==> src/rtl/dmem_lsu_pkg.sv <==
// dmem_lsu_pkg: shared definitions for the data-memory load/store unit.
// Holds the memop encodings, FSM state encoding, the latched request payload
// and the memop -> access-size helper.
package dmem_lsu_pkg;

    localparam int unsigned MEM_BYTES_DEF = 4096;
    localparam int unsigned ADDR_W        = 32;
    localparam int unsigned DATA_W        = 32;
    localparam int unsigned MEMOP_W_BITS  = 3;

    localparam logic [2:0] MEMOP_B  = 3'b000;
    localparam logic [2:0] MEMOP_H  = 3'b001;
    localparam logic [2:0] MEMOP_W  = 3'b010;
    localparam logic [2:0] MEMOP_BU = 3'b100;
    localparam logic [2:0] MEMOP_HU = 3'b101;

    typedef enum logic [2:0] {
        IDLE   = 3'd0,
        LD_RD  = 3'd1,
        LD_CAP = 3'd2,
        ST_RD  = 3'd3,
        ST_WR  = 3'd4,
        RESP   = 3'd5
    } state_t;

    // Request fields that drive the memory port once latched.
    typedef struct packed {
        logic [ADDR_W-1:0]       addr;
        logic [DATA_W-1:0]       wdata;
        logic [MEMOP_W_BITS-1:0] memop;
    } mem_req_t;

    // Bytes touched by a memop; the sign bit (memop[2]) does not affect size.
    function automatic logic [2:0] access_size(input logic [2:0] memop);
        case (memop[1:0])
            2'b00:   return 3'd1;
            2'b01:   return 3'd2;
            default: return 3'd4;
        endcase
    endfunction

endpackage

==> src/rtl/dmem_lsu_if.sv <==
// dmem_lsu_if: core-side request/response handshake of the load/store unit.
//   req_*  : core -> LSU request (valid/ready), we, memop, addr, wdata
//   resp_* : LSU -> core response (valid/ready), data, err
// Modports: master = core side, slave = LSU side.
interface dmem_lsu_if;
    import dmem_lsu_pkg::*;

    logic                    req_valid;
    logic                    req_ready;
    logic                    req_we;
    logic [MEMOP_W_BITS-1:0] req_memop;
    logic [ADDR_W-1:0]       req_addr;
    logic [DATA_W-1:0]       req_wdata;

    logic                    resp_valid;
    logic                    resp_ready;
    logic [DATA_W-1:0]       resp_data;
    logic                    resp_err;

    modport master (
        output req_valid, req_we, req_memop, req_addr, req_wdata, resp_ready,
        input  req_ready, resp_valid, resp_data, resp_err
    );

    modport slave (
        input  req_valid, req_we, req_memop, req_addr, req_wdata, resp_ready,
        output req_ready, resp_valid, resp_data, resp_err
    );

endinterface

==> src/rtl/dmem_lsu_chk.sv <==
// dmem_lsu_chk: combinational request legality check.
//   we, memop, addr : incoming request fields
//   err_c           : 1 = reject (illegal memop, out of range, or misaligned)
// Build option: DMEM_LSU_ALIGN_CHECK_EN adds halfword/word alignment errors.
module dmem_lsu_chk
    import dmem_lsu_pkg::*;
#(
    parameter int unsigned MEM_BYTES = MEM_BYTES_DEF
) (
    input  logic                    we,
    input  logic [MEMOP_W_BITS-1:0] memop,
    input  logic [ADDR_W-1:0]       addr,
    output logic                    err_c
);

    logic        memop_bad;
    logic        range_bad;
    logic        align_bad;
    logic [32:0] end_addr;

    always_comb begin
        memop_bad = 1'b0;
        align_bad = 1'b0;
        case (memop)
            MEMOP_B, MEMOP_H, MEMOP_W: memop_bad = 1'b0;
            MEMOP_BU, MEMOP_HU:        memop_bad = we;
            default:                   memop_bad = 1'b1;
        endcase
        // 33-bit sum so addresses near 0xFFFFFFFF cannot wrap into range.
        end_addr  = {1'b0, addr} + 33'(access_size(memop));
        range_bad = end_addr > 33'(MEM_BYTES);
`ifdef DMEM_LSU_ALIGN_CHECK_EN
        align_bad = ((memop[1:0] == 2'b01) && addr[0]) ||
                    ((memop[1:0] == 2'b10) && (addr[1:0] != 2'b00));
`endif
        err_c = memop_bad | range_bad | align_bad;
    end

endmodule

==> src/rtl/dmem_lsu.sv <==
// dmem_lsu: load/store unit driving the data memory's byte-addressed port.
//   clk, rst   : clock, asynchronous active-high reset
//   bus        : core request/response handshake (dmem_lsu_if.slave)
//   mem_addr, mem_wdata, mem_memop, mem_we : registered memory port outputs
//   mem_rdata  : memory read data, valid the cycle after a read edge
// Build option: DMEM_LSU_ALIGN_CHECK_EN (see dmem_lsu_chk).
module dmem_lsu
    import dmem_lsu_pkg::*;
#(
    parameter int unsigned MEM_BYTES = MEM_BYTES_DEF
) (
    input  logic                    clk,
    input  logic                    rst,
    dmem_lsu_if.slave               bus,
    output logic [ADDR_W-1:0]       mem_addr,
    output logic [DATA_W-1:0]       mem_wdata,
    output logic [MEMOP_W_BITS-1:0] mem_memop,
    output logic                    mem_we,
    input  logic [DATA_W-1:0]       mem_rdata
);

    state_t            state_q, state_d;
    mem_req_t          req_q, req_d;
    logic [DATA_W-1:0] resp_data_q, resp_data_d;
    logic              resp_err_q, resp_err_d;
    logic              resp_valid_q;
    logic              req_ready_q;
    logic              mem_we_q;
    logic              chk_err_c;
    logic              accept_c;

    dmem_lsu_chk #(.MEM_BYTES(MEM_BYTES)) u_chk (
        .we    (bus.req_we),
        .memop (bus.req_memop),
        .addr  (bus.req_addr),
        .err_c (chk_err_c)
    );

    assign accept_c = (state_q == IDLE) && bus.req_valid && req_ready_q;

    // Next-state and next register values.
    always_comb begin
        state_d     = state_q;
        req_d       = req_q;
        resp_data_d = resp_data_q;
        resp_err_d  = resp_err_q;
        case (state_q)
            IDLE: begin
                if (accept_c) begin
                    req_d.addr  = bus.req_addr;
                    req_d.wdata = bus.req_wdata;
                    req_d.memop = bus.req_memop;
                    resp_data_d = '0;
                    resp_err_d  = chk_err_c;
                    if (chk_err_c)       state_d = RESP;
                    else if (bus.req_we) state_d = ST_RD;
                    else                 state_d = LD_RD;
                end
            end
            LD_RD:  state_d = LD_CAP;
            LD_CAP: begin
                resp_data_d = mem_rdata;
                state_d     = RESP;
            end
            ST_RD:  state_d = ST_WR;
            ST_WR:  state_d = RESP;
            RESP:   if (bus.resp_ready) state_d = IDLE;
            default: state_d = IDLE;
        endcase
    end

    // State and output registers; flag outputs follow the next state.
    always_ff @(posedge clk or posedge rst) begin
        if (rst) begin
            state_q      <= IDLE;
            req_q        <= '0;
            resp_data_q  <= '0;
            resp_err_q   <= 1'b0;
            resp_valid_q <= 1'b0;
            req_ready_q  <= 1'b0;
            mem_we_q     <= 1'b0;
        end else begin
            state_q      <= state_d;
            req_q        <= req_d;
            resp_data_q  <= resp_data_d;
            resp_err_q   <= resp_err_d;
            resp_valid_q <= (state_d == RESP);
            req_ready_q  <= (state_d == IDLE);
            mem_we_q     <= (state_d == ST_RD) || (state_d == ST_WR);
        end
    end

    assign bus.req_ready  = req_ready_q;
    assign bus.resp_valid = resp_valid_q;
    assign bus.resp_data  = resp_data_q;
    assign bus.resp_err   = resp_err_q;

    assign mem_addr  = req_q.addr;
    assign mem_wdata = req_q.wdata;
    assign mem_memop = req_q.memop;
    assign mem_we    = mem_we_q;

endmodule
==> src/flat_wrapper.sv <==
// flat-port wrapper written by rule: the top's interface ports become plain ports
module dmem_lsu_flat import dmem_lsu_pkg::*;
#(
    parameter int unsigned MEM_BYTES = MEM_BYTES_DEF
)
  (clk, rst, mem_addr, mem_wdata, mem_memop, mem_we, mem_rdata, bus_req_valid, bus_req_we, bus_req_memop, bus_req_addr, bus_req_wdata, bus_resp_ready, bus_req_ready, bus_resp_valid, bus_resp_data, bus_resp_err);
  dmem_lsu_if bus_i ();
  input  logic clk;
  input  logic rst;
  output logic [ADDR_W-1:0] mem_addr;
  output logic [DATA_W-1:0] mem_wdata;
  output logic [MEMOP_W_BITS-1:0] mem_memop;
  output logic mem_we;
  input  logic [DATA_W-1:0] mem_rdata;
  input wire logic [$bits(bus_i.req_valid)-1:0] bus_req_valid;
  input wire logic [$bits(bus_i.req_we)-1:0] bus_req_we;
  input wire logic [$bits(bus_i.req_memop)-1:0] bus_req_memop;
  input wire logic [$bits(bus_i.req_addr)-1:0] bus_req_addr;
  input wire logic [$bits(bus_i.req_wdata)-1:0] bus_req_wdata;
  input wire logic [$bits(bus_i.resp_ready)-1:0] bus_resp_ready;
  output wire logic [$bits(bus_i.req_ready)-1:0] bus_req_ready;
  output wire logic [$bits(bus_i.resp_valid)-1:0] bus_resp_valid;
  output wire logic [$bits(bus_i.resp_data)-1:0] bus_resp_data;
  output wire logic [$bits(bus_i.resp_err)-1:0] bus_resp_err;
  assign bus_i.req_valid = bus_req_valid;
  assign bus_i.req_we = bus_req_we;
  assign bus_i.req_memop = bus_req_memop;
  assign bus_i.req_addr = bus_req_addr;
  assign bus_i.req_wdata = bus_req_wdata;
  assign bus_i.resp_ready = bus_resp_ready;
  assign bus_req_ready = bus_i.req_ready;
  assign bus_resp_valid = bus_i.resp_valid;
  assign bus_resp_data = bus_i.resp_data;
  assign bus_resp_err = bus_i.resp_err;
  dmem_lsu #(.MEM_BYTES(MEM_BYTES)) u_core (.clk(clk), .rst(rst), .bus(bus_i), .mem_addr(mem_addr), .mem_wdata(mem_wdata), .mem_memop(mem_memop), .mem_we(mem_we), .mem_rdata(mem_rdata));
endmodule
==> config.mk <==
export PLATFORM = sky130hd
export DESIGN_NAME = dmem_lsu_flat
export DESIGN_NICKNAME = d
export VERILOG_FILES = /design/src/rtl/dmem_lsu_pkg.sv /design/src/rtl/dmem_lsu_if.sv /design/src/rtl/dmem_lsu_chk.sv /design/src/rtl/dmem_lsu.sv /design/src/flat_wrapper.sv
export SDC_FILE = /design/constraint.sdc
export NUM_CORES = 1
export LEC_CHECK = 0
export BUFFER_PORTS_ARGS = -buffer_cell sky130_fd_sc_hd__buf_4
export CORE_ASPECT_RATIO = 0.5
export CORE_MARGIN = 8
export CORE_UTILIZATION = 30
export CTS_BUF_LIST = sky130_fd_sc_hd__clkbuf_4 sky130_fd_sc_hd__clkbuf_8
export DETAILED_ROUTE_END_ITERATION = 10
export GPL_ROUTABILITY_DRIVEN = 0
export PLACE_DENSITY = 0.62
export SLEW_MARGIN = 5
export SYNTH_ARGS = -nofsm -noshare
export SYNTH_HDL_FRONTEND = slang
export SYNTH_SLANG_ARGS = --single-unit
==> constraint.sdc <==
create_clock -name clk -period 6.9 [get_ports clk]
set_input_delay 1.38 -clock clk [delete_from_list [all_inputs] [get_ports clk]]
set_output_delay 1.38 -clock clk [all_outputs]
set_load 0.03 [all_outputs]
==> qor.csv, run 1 <==
stage,metric,value,unit
logic_synthesis,synthCells,428,
logic_synthesis,synth_edf_count,0,
critical_path,timing.critical_path.from,bus_req_memop[1],
clock_tree,numCtsBuffers,9,
critical_path,crit_buf_inv,1,
critical_path,end_kind,flip-flop,
floorplan,die_height,105.7,um
timing,hold_viol,0,
critical_path,crit_fanout,5,
timing,setup_violations,0,
cells_and_area,design_area,0.006763,mm2
timing,period_needed,3.762,ns
drt,drt_iter0_drc,190,
floorplan,coreArea,0.01557,mm2
timing,post-route-period-util,54.52,%
logic_synthesis,synth_seq_cells,106,
clock_tree,cts_resized,0,
floorplan,die_area,0.02064,mm2
place,portBuffers,206,
place,dp_hpwl,11.20,mm
global_routing,grt_pass1_vias,4119,
floorplan,pin_count,207,
place,dpl_cell_area,0.006553,mm2
critical_path,cp_cell_sequence,"buf_4, nor2_1, ha_1, fa_1, a21oi_1, nor3_1, and3_2, xnor2_1, a41oi_1, nor3_1, nand4_2, mux2_4",
timing,rsz0062_at_grt,no,
logic_synthesis,synth_top_area_cell,dfrtp_1,
drt,vias_per_cell,4.792,
global_routing,grt_pass1_wl,23.42,mm
logic_synthesis,avgSynthCellArea,11.27,um2
logic_synthesis,synthTopCellsByArea,"dfrtp_1 55%, mux2_2 16%, nand2_1 5.6%",
clock_tree,holdBufCountCts,0,
floorplan,start_util,30.97,%
logic_synthesis,synthArstFlopShare,100.0,%
drt,detail-route-antenna-nets,0,
critical_path,slowest_stage,fa_1,
flow_run,max-cap-violations,0,
timing,slew_headroom,19.09,%
drt,drt_pass1_iterations,6,
drt,vias,3992,
clock_tree,cts_tree,yes,
power,p_leak,3.143,nW
drt,dr_wl_met2,8.075,mm
logic_synthesis,synth-main-ff-cell,dfrtp_1,
drt,met3_length,564,um
cells_and_area,area_delta_synth_final,40.21,%
logic_synthesis,yosysTopAreaCellShare,54.99,%
drt,wl_met1,5.877,mm
critical_path,cpMostUsedCell,nor3_1,
timing,worst_pin_slew,1.214,ns
critical_path,slowest_delay,0.42,ns
hold_path,hold_class,reg -> reg,
drt,routedWlPerCell,17.66,um
floorplan,fp.dieW,195.3,um
timing,finClkSkew,0.01471,ns
cells_and_area,diodes,0,
hold_path,hold_start,u_core.mem_addr[26]$_DFFE_PP0P_,
place,pre_cts_ws,2.787,ns
global_routing,grt_max_degree,80,
drt,wirelength,14.71,mm
global_routing,antenna_found_initial,0,
logic_synthesis,netlist_area,0.004823,mm2
floorplan,rows,32,
critical_path,critPathLaunchType,input pin,
clock_tree,clk_pin_slew_worst_paths,0.10,ns
drt,drc_errors,0,
cells_and_area,drive_above_1_share,48.49,%
critical_path,crit_arrival,4.02,ns
power,powerDensity,465.7,mW/mm2
critical_path,r2r_start,u_core.state_q[2]$_DFF_PP0_,
power,ir_drop,0.1427,mV
clock_tree,cts-root-buf,clkbuf_8,
logic_synthesis,yosys_warnings,0,
cells_and_area,fin_util,43.42,%
timing,setup_ws,3.138,ns
clock_tree,clk_latency,0.38,ns
timing,setup_tns,0,ns
drt,top_layer,met4,
global_routing,grt_use_total,13.97,%
clock_tree,cts_setup_buffers,0,
clock_tree,clkSinkCount,106,
critical_path,worstPathRequired,7.16,ns
timing,maxSlewViolCount,0,
critical_path,crit_family,simple AND/OR/NAND/NOR gates,
cells_and_area,fin_nets,732,
clock_tree,cts_buffer_depth,2,
critical_path,worstSetupPathType,in -> reg,
logic_synthesis,synth_cell_types,46,
global_routing,globalRouteOverflowTotal,0,
clock_tree,htree_levels,3,
outcome,outcome,"complete, no violations",
logic_synthesis,ys_seq_area_share,54.99,%
logic_synthesis,synthesis.nets,536,
timing,fmax,265.8,MHz
[worst reg2reg max path, cell delays in order, from the launching register on]
cell      delay [ns]
dfrtp_1         0.51
inv_1           0.12
o21ai_0         0.14
a21boi_0        0.48
nand2_1         0.84
nand2_1         0.28
o21ai_0         0.11
[power breakdown]
group          switching (mW)  internal [mW]  total, mW
clock                   0.229          0.183      0.412
sequential              0.167          0.916       1.08
combinational           0.994          0.661       1.66
[layout make-up]
cell class / instances / area [um2]
Multi-Input combinational cell: 293 / 2054
Clock buffer: 10 / 137.6
Inverter: 5 / 21.27
Clock inverter: 6 / 72.57
Sequential cell: 106 / 2653
Fill cell: 1491 / 8812
Timing Repair Buffer: 209 / 1569
Tap cell: 204 / 255.2
[cells in the mapped netlist (all sizes together), types with 2 or more instances]
| cell | n |
|---|---|
| dfrtp | 106 |
| nor3 | 7 |
| xor2 | 7 |
| ha | 3 |
| mux2 | 69 |
| nand3 | 12 |
| and4 | 3 |
| a21oi | 12 |
| nand2 | 73 |
| inv | 5 |
| mux2i | 2 |
| o21ai | 40 |
| xnor2 | 6 |
| nor2 | 13 |
| nor3b | 2 |
| and2 | 4 |
| o31ai | 4 |
| nand4 | 11 |
| buf | 3 |
| clkbuf | 21 |
| nor4 | 3 |
| nor2b | 2 |
| and3 | 3 |
[cells by family after synthesis]
kind of cell	count (synthesis)	synth area share, %
AO/OA/AOI/OAI	68	8.535
XOR/XNOR	13	2.361
adder cells (fa/ha/maj)	4	1.193
buffers and inverters	29	2.594
flip-flops	106	54.99
multiplexers	71	16.60
AND/OR/NAND/NOR	137	13.72
[final timing paths]
check | end | slack, ns | cells past startpoint
min in group asynchronous | u_core.mem_addr[8]$_DFFE_PP0P_ | 0.97 | 2
worst min-delay path | u_core.mem_addr[26]$_DFFE_PP0P_ | 0.52 | 1
worst min register to register | u_core.mem_addr[26]$_DFFE_PP0P_ | 0.52 | 1
worst max-delay path | u_core.bus.resp_err$_DFFE_PP0P_ | 3.14 | 12
max in group asynchronous | u_core.bus.resp_data[31]$_DFFE_PP0P_ | 4.56 | 3
worst max register to register | u_core.bus.resp_data[21]$_DFFE_PP0P_ | 4.27 | 6
[layout by cell type (no fill, tap or decap), drive strengths merged, types with 2 or more instances in the layout]
cell type  count
and4           3
nor3b          2
nand3         12
and2           4
a21oi         12
dfrtp        106
xor2           7
mux2          69
buf          209
xnor2          6
inv            8
nor2          13
nand2         73
nor2b          2
nand4         11
mux2i          2
o31ai          4
and3           3
clkbuf        10
ha             3
o21ai         40
nor3           7
nor4           3
[registers in the layout, summed over array words and instances, names as in the netlist]
signal	cells
u_core.bus.resp_data	32
u_core.mem_addr	32
u_core.mem_wdata	32
u_core.mem_memop	3
u_core.state_q	3
u_core.bus.req_ready	1
u_core.bus.resp_err	1
u_core.bus.resp_valid	1
u_core.mem_we	1
[layer usage]
metal  up-vias  GRT usage [%]
met5         -              0
met4         0          3.443
met3        13          2.983
met2        95          26.38
met1      1989          15.98
li1       1895              -
[metrics by stage]
| step | cells | hold slack (ns) | power (mW) |
|---|---|---|---|
| floorplan | 428 | 0.6384 | 2.100 |
| global placement | 817 | 0.4904 | 2.754 |
| detailed placement | 817 | 0.4965 | 2.782 |
| CTS | 833 | 0.5215 | 3.204 |
| global route | 833 | 0.5338 | 3.338 |
| finish | 833 | 0.5165 | 3.150 |
No activity file was read; power rests on OpenSTA's default activity.
==> run 2: changes to the inputs <==
- ABC_AREA: default -> 1
- PLACE_DENSITY: 0.62 -> 0.63
- clock period: 6.9 -> 3.33 ns (I/O delays scaled with it)
==> qor.csv, run 2 <==
stage,metric,value,unit,change
outcome,outcome,"complete, no violations",,unchanged
global_routing,grt_pass1_vias,4955,,was 4119
logic_synthesis,netlist_area,0.005171,mm2,was 0.004823 mm2
global_routing,grt_pass1_wl,25.90,mm,was 23.42 mm
clock_tree,cts-root-buf,clkbuf_8,,unchanged
logic_synthesis,synth-main-ff-cell,dfrtp_1,,unchanged
global_routing,grt_use_total,14.43,%,was 13.97%
timing,slew_headroom,60.42,%,was 19.09%
critical_path,worstSetupPathType,in -> reg,,unchanged
timing,hold_viol,0,,unchanged
clock_tree,cts_buffer_depth,2,,unchanged
drt,drt_iter0_drc,299,,was 190
logic_synthesis,synth_top_area_cell,dfrtp_1,,unchanged
global_routing,antenna_found_initial,0,,unchanged
clock_tree,holdBufCountCts,0,,unchanged
floorplan,pin_count,207,,unchanged
drt,drt_pass1_iterations,4,,was 6
cells_and_area,fin_nets,985,,was 732
clock_tree,cts_tree,yes,,unchanged
floorplan,die_height,108.8,um,was 105.7 um
logic_synthesis,synth_edf_count,0,,unchanged
flow_run,max-cap-violations,0,,unchanged
clock_tree,numCtsBuffers,9,,unchanged
critical_path,end_kind,flip-flop,,unchanged
logic_synthesis,synthTopCellsByArea,"dfrtp_1 51%, nand2_1 18%, o21ai_0 6.0%",,"was dfrtp_1 55%, mux2_2 16%, nand2_1 5.6%"
floorplan,rows,34,,was 32
drt,vias,4895,,was 3992
logic_synthesis,yosysTopAreaCellShare,51.29,%,was 54.99%
floorplan,coreArea,0.01714,mm2,was 0.01557 mm2
power,powerDensity,842.2,mW/mm2,was 465.7 mW/mm2
critical_path,critPathLaunchType,input pin,,unchanged
cells_and_area,drive_above_1_share,28.57,%,was 48.49%
drt,wirelength,15.97,mm,was 14.71 mm
timing,post-route-period-util,73.17,%,
power,ir_drop,0.3252,mV,was 0.1427 mV
logic_synthesis,yosysMostFrequentCell,nand2_1,,was dfrtp_1
logic_synthesis,synth_compound_area_share,6.751,%,was 8.534%
timing,setup_violations,0,,unchanged
power,report.power.total,6.054,mW,was 3.150 mW
clock_tree,cts_resized,0,,unchanged
timing,worst_pin_slew,0.5937,ns,was 1.214 ns
place,portBuffers,206,,unchanged
floorplan,start_util,30.16,%,was 30.97%
drt,vias_per_cell,4.386,,was 4.792
cells_and_area,nFillCells,1753,,was 1491
place,dp_hpwl,12.44,mm,was 11.20 mm
floorplan,fp.dieW,201.7,um,was 195.3 um
logic_synthesis,yosys_warnings,0,,unchanged
cells_and_area,final_cell_mix,"253 x nand2_1, 211 x buf_4, 106 x dfrtp_1, 72 x inv_1, 62 x o21ai_0",,"was 209 x buf_4, 106 x dfrtp_1, 72 x nand2_1, 68 x mux2_2, 40 x o21ai_0"
critical_path,crit_fanout,8,,was 5
hold_path,hold_class,in -> async,,was reg -> reg
clock_tree,clk_latency,0.39,ns,was 0.38 ns
timing,period_needed,2.437,ns,
logic_synthesis,avgSynthCellArea,7.605,um2,was 11.27 um2
cells_and_area,area_delta_synth_final,39.00,%,was 40.21%
logic_synthesis,synth_cell_types,26,,was 46
logic_synthesis,synth_top_family_by_area,simple AND/OR/NAND/NOR gates,,was multiplexers
logic_synthesis,yosys-top-cells-count,"253 x nand2_1, 106 x dfrtp_1, 74 x inv_1, 62 x o21ai_0, 61 x nand3_1",,"was 106 x dfrtp_1, 72 x nand2_1, 68 x mux2_2, 40 x o21ai_0, 21 x clkbuf_1"
critical_path,worstPathRequired,3.62,ns,was 7.16 ns
timing,fmax,410.4,MHz,
power,p_leak,3.920,nW,was 3.143 nW
cells_and_area,diodes,0,,unchanged
timing,finClkSkew,0.01651,ns,was 0.01471 ns
drt,drc_errors,0,,unchanged
timing,maxSlewViolCount,0,,unchanged
logic_synthesis,synth-simple-area-share,32.47,%,was 13.72%
global_routing,grt_max_degree,107,,was 80
logic_synthesis,synthXorXnorAreaFrac,1.016,%,was 2.361%
logic_synthesis,synthArstFlopShare,100.0,%,unchanged
logic_synthesis,synth_seq_cells,106,,unchanged
floorplan,die_area,0.02195,mm2,was 0.02064 mm2
drt,detail-route-antenna-nets,0,,unchanged
logic_synthesis,synth_adder_area_share,1.113,%,was 1.193%
logic_synthesis,ys_seq_area_share,51.29,%,was 54.99%
drt,routedWlPerCell,14.31,um,was 17.66 um
cells_and_area,final_common_cell,nand2_1,,was buf_4
global_routing,globalRouteOverflowTotal,0,,unchanged
clock_tree,cts_setup_buffers,0,,unchanged
logic_synthesis,synth_mux_area_share,0,%,was 16.60%
clock_tree,htree_levels,3,,unchanged
timing,setup_tns,0,ns,unchanged
timing,rsz0062_at_grt,no,,unchanged
critical_path,crit_arrival,2.73,ns,was 4.02 ns
logic_synthesis,synthCells,680,,was 428
clock_tree,clkSinkCount,106,,unchanged
critical_path,ff2ff_setup_slack,1.56,ns,was 4.27 ns
logic_synthesis,synthesis.nets,788,,was 536
clock_tree,clk_pin_slew_worst_paths,0.12,ns,was 0.10 ns
## run 2: final timing paths
path                                             startpoint                              endpoint  cells past startpoint
setup reg to reg                u_core.state_q[1]$_DFF_PP0_        u_core.bus.req_ready$_DFF_PP0_                      7
max in group asynchronous                               rst       u_core.mem_addr[16]$_DFFE_PP0P_                      3
hold / removal                                          rst  u_core.bus.resp_data[12]$_DFFE_PP0P_                      3
setup / recovery                           bus_req_memop[1]        u_core.bus.req_ready$_DFF_PP0_                     17
min in group clk                           bus_req_wdata[9]       u_core.mem_wdata[9]$_DFFE_PP0P_                      3
hold reg to reg            u_core.mem_wdata[28]$_DFFE_PP0P_      u_core.mem_wdata[28]$_DFFE_PP0P_                      2
## run 2: layout make-up
type | instances | area, um2 | share of cell area [%]
flip-flops and latches | 106 | 2653 | 36.90
clock buffers | 9 | 123.9 | 1.723
repair buffers | 212 | 1604 | 22.32
multi-input cells | 473 | 2148 | 29.89
clock inverters | 7 | 80.08 | 1.114
inverters | 75 | 286.5 | 3.986
well taps | 234 | 292.8 | 4.073
## run 2: logic make-up after synthesis
kind of cell / Yosys count
buf+inv: 101
xor+xnor: 6
compound gates: 69
flops: 106
simple gates: 394
fa+ha+maj: 4
## run 2: worst max-delay path, stage by stage
cell and delay, ns:
buf_4 0.10, nor2_1 0.04, ha_1 0.20, fa_1 0.41, nand3_1 0.11, nand2_1 0.12, nand2_4 0.16, nor2_1 0.08
nand2_1 0.09, xor2_1 0.14, nand2_1 0.06, nor2_1 0.08, nand2_1 0.05, nor2_1 0.12, nand3_1 0.15, nand3_1 0.10
nor2_1 0.04
## run 2: per-layer routing
metal / up-vias / GRT usage [%] / part of all wire (%)
li1: 2506 / - / -
met1: 2273 / 17.52 / 43
met2: 96 / 24.98 / 50
met3: 20 / 3.915 / 4.3
met4: 0 / 4.717 / 2.4
met5: - / 0 / 0
## run 2: report_power, final
| group | leakage (nW) | internal (mW) | switching [mW] |
|---|---|---|---|
| clock network | 0.0998 | 0.301 | 0.526 |
| registers | 1.34 | 1.85 | 0.310 |
| logic | 2.48 | 1.08 | 1.99 |
| total | 3.92 | 3.23 | 2.82 |
## run 2: metrics by stage
step / setup WS [ns] / area, um2 / cells / util (%) / hold slack [ns]
2_1_floorplan: 0.8019 / 5175 / 680 / - / 0.4663
3_3_place_gp: 0.5190 / 6984 / 1100 / 40.74 / 0.4551
3_5_place_dp: 0.4778 / 6984 / 1100 / 40.74 / 0.4595
4_1_cts: 0.9030 / 7188 / 1116 / 41.93 / 0.4342
5_1_grt: 0.6116 / 7188 / 1116 / 41.93 / 0.4204
6_report: 0.8935 / 7188 / 1116 / 41.93 / 0.4302
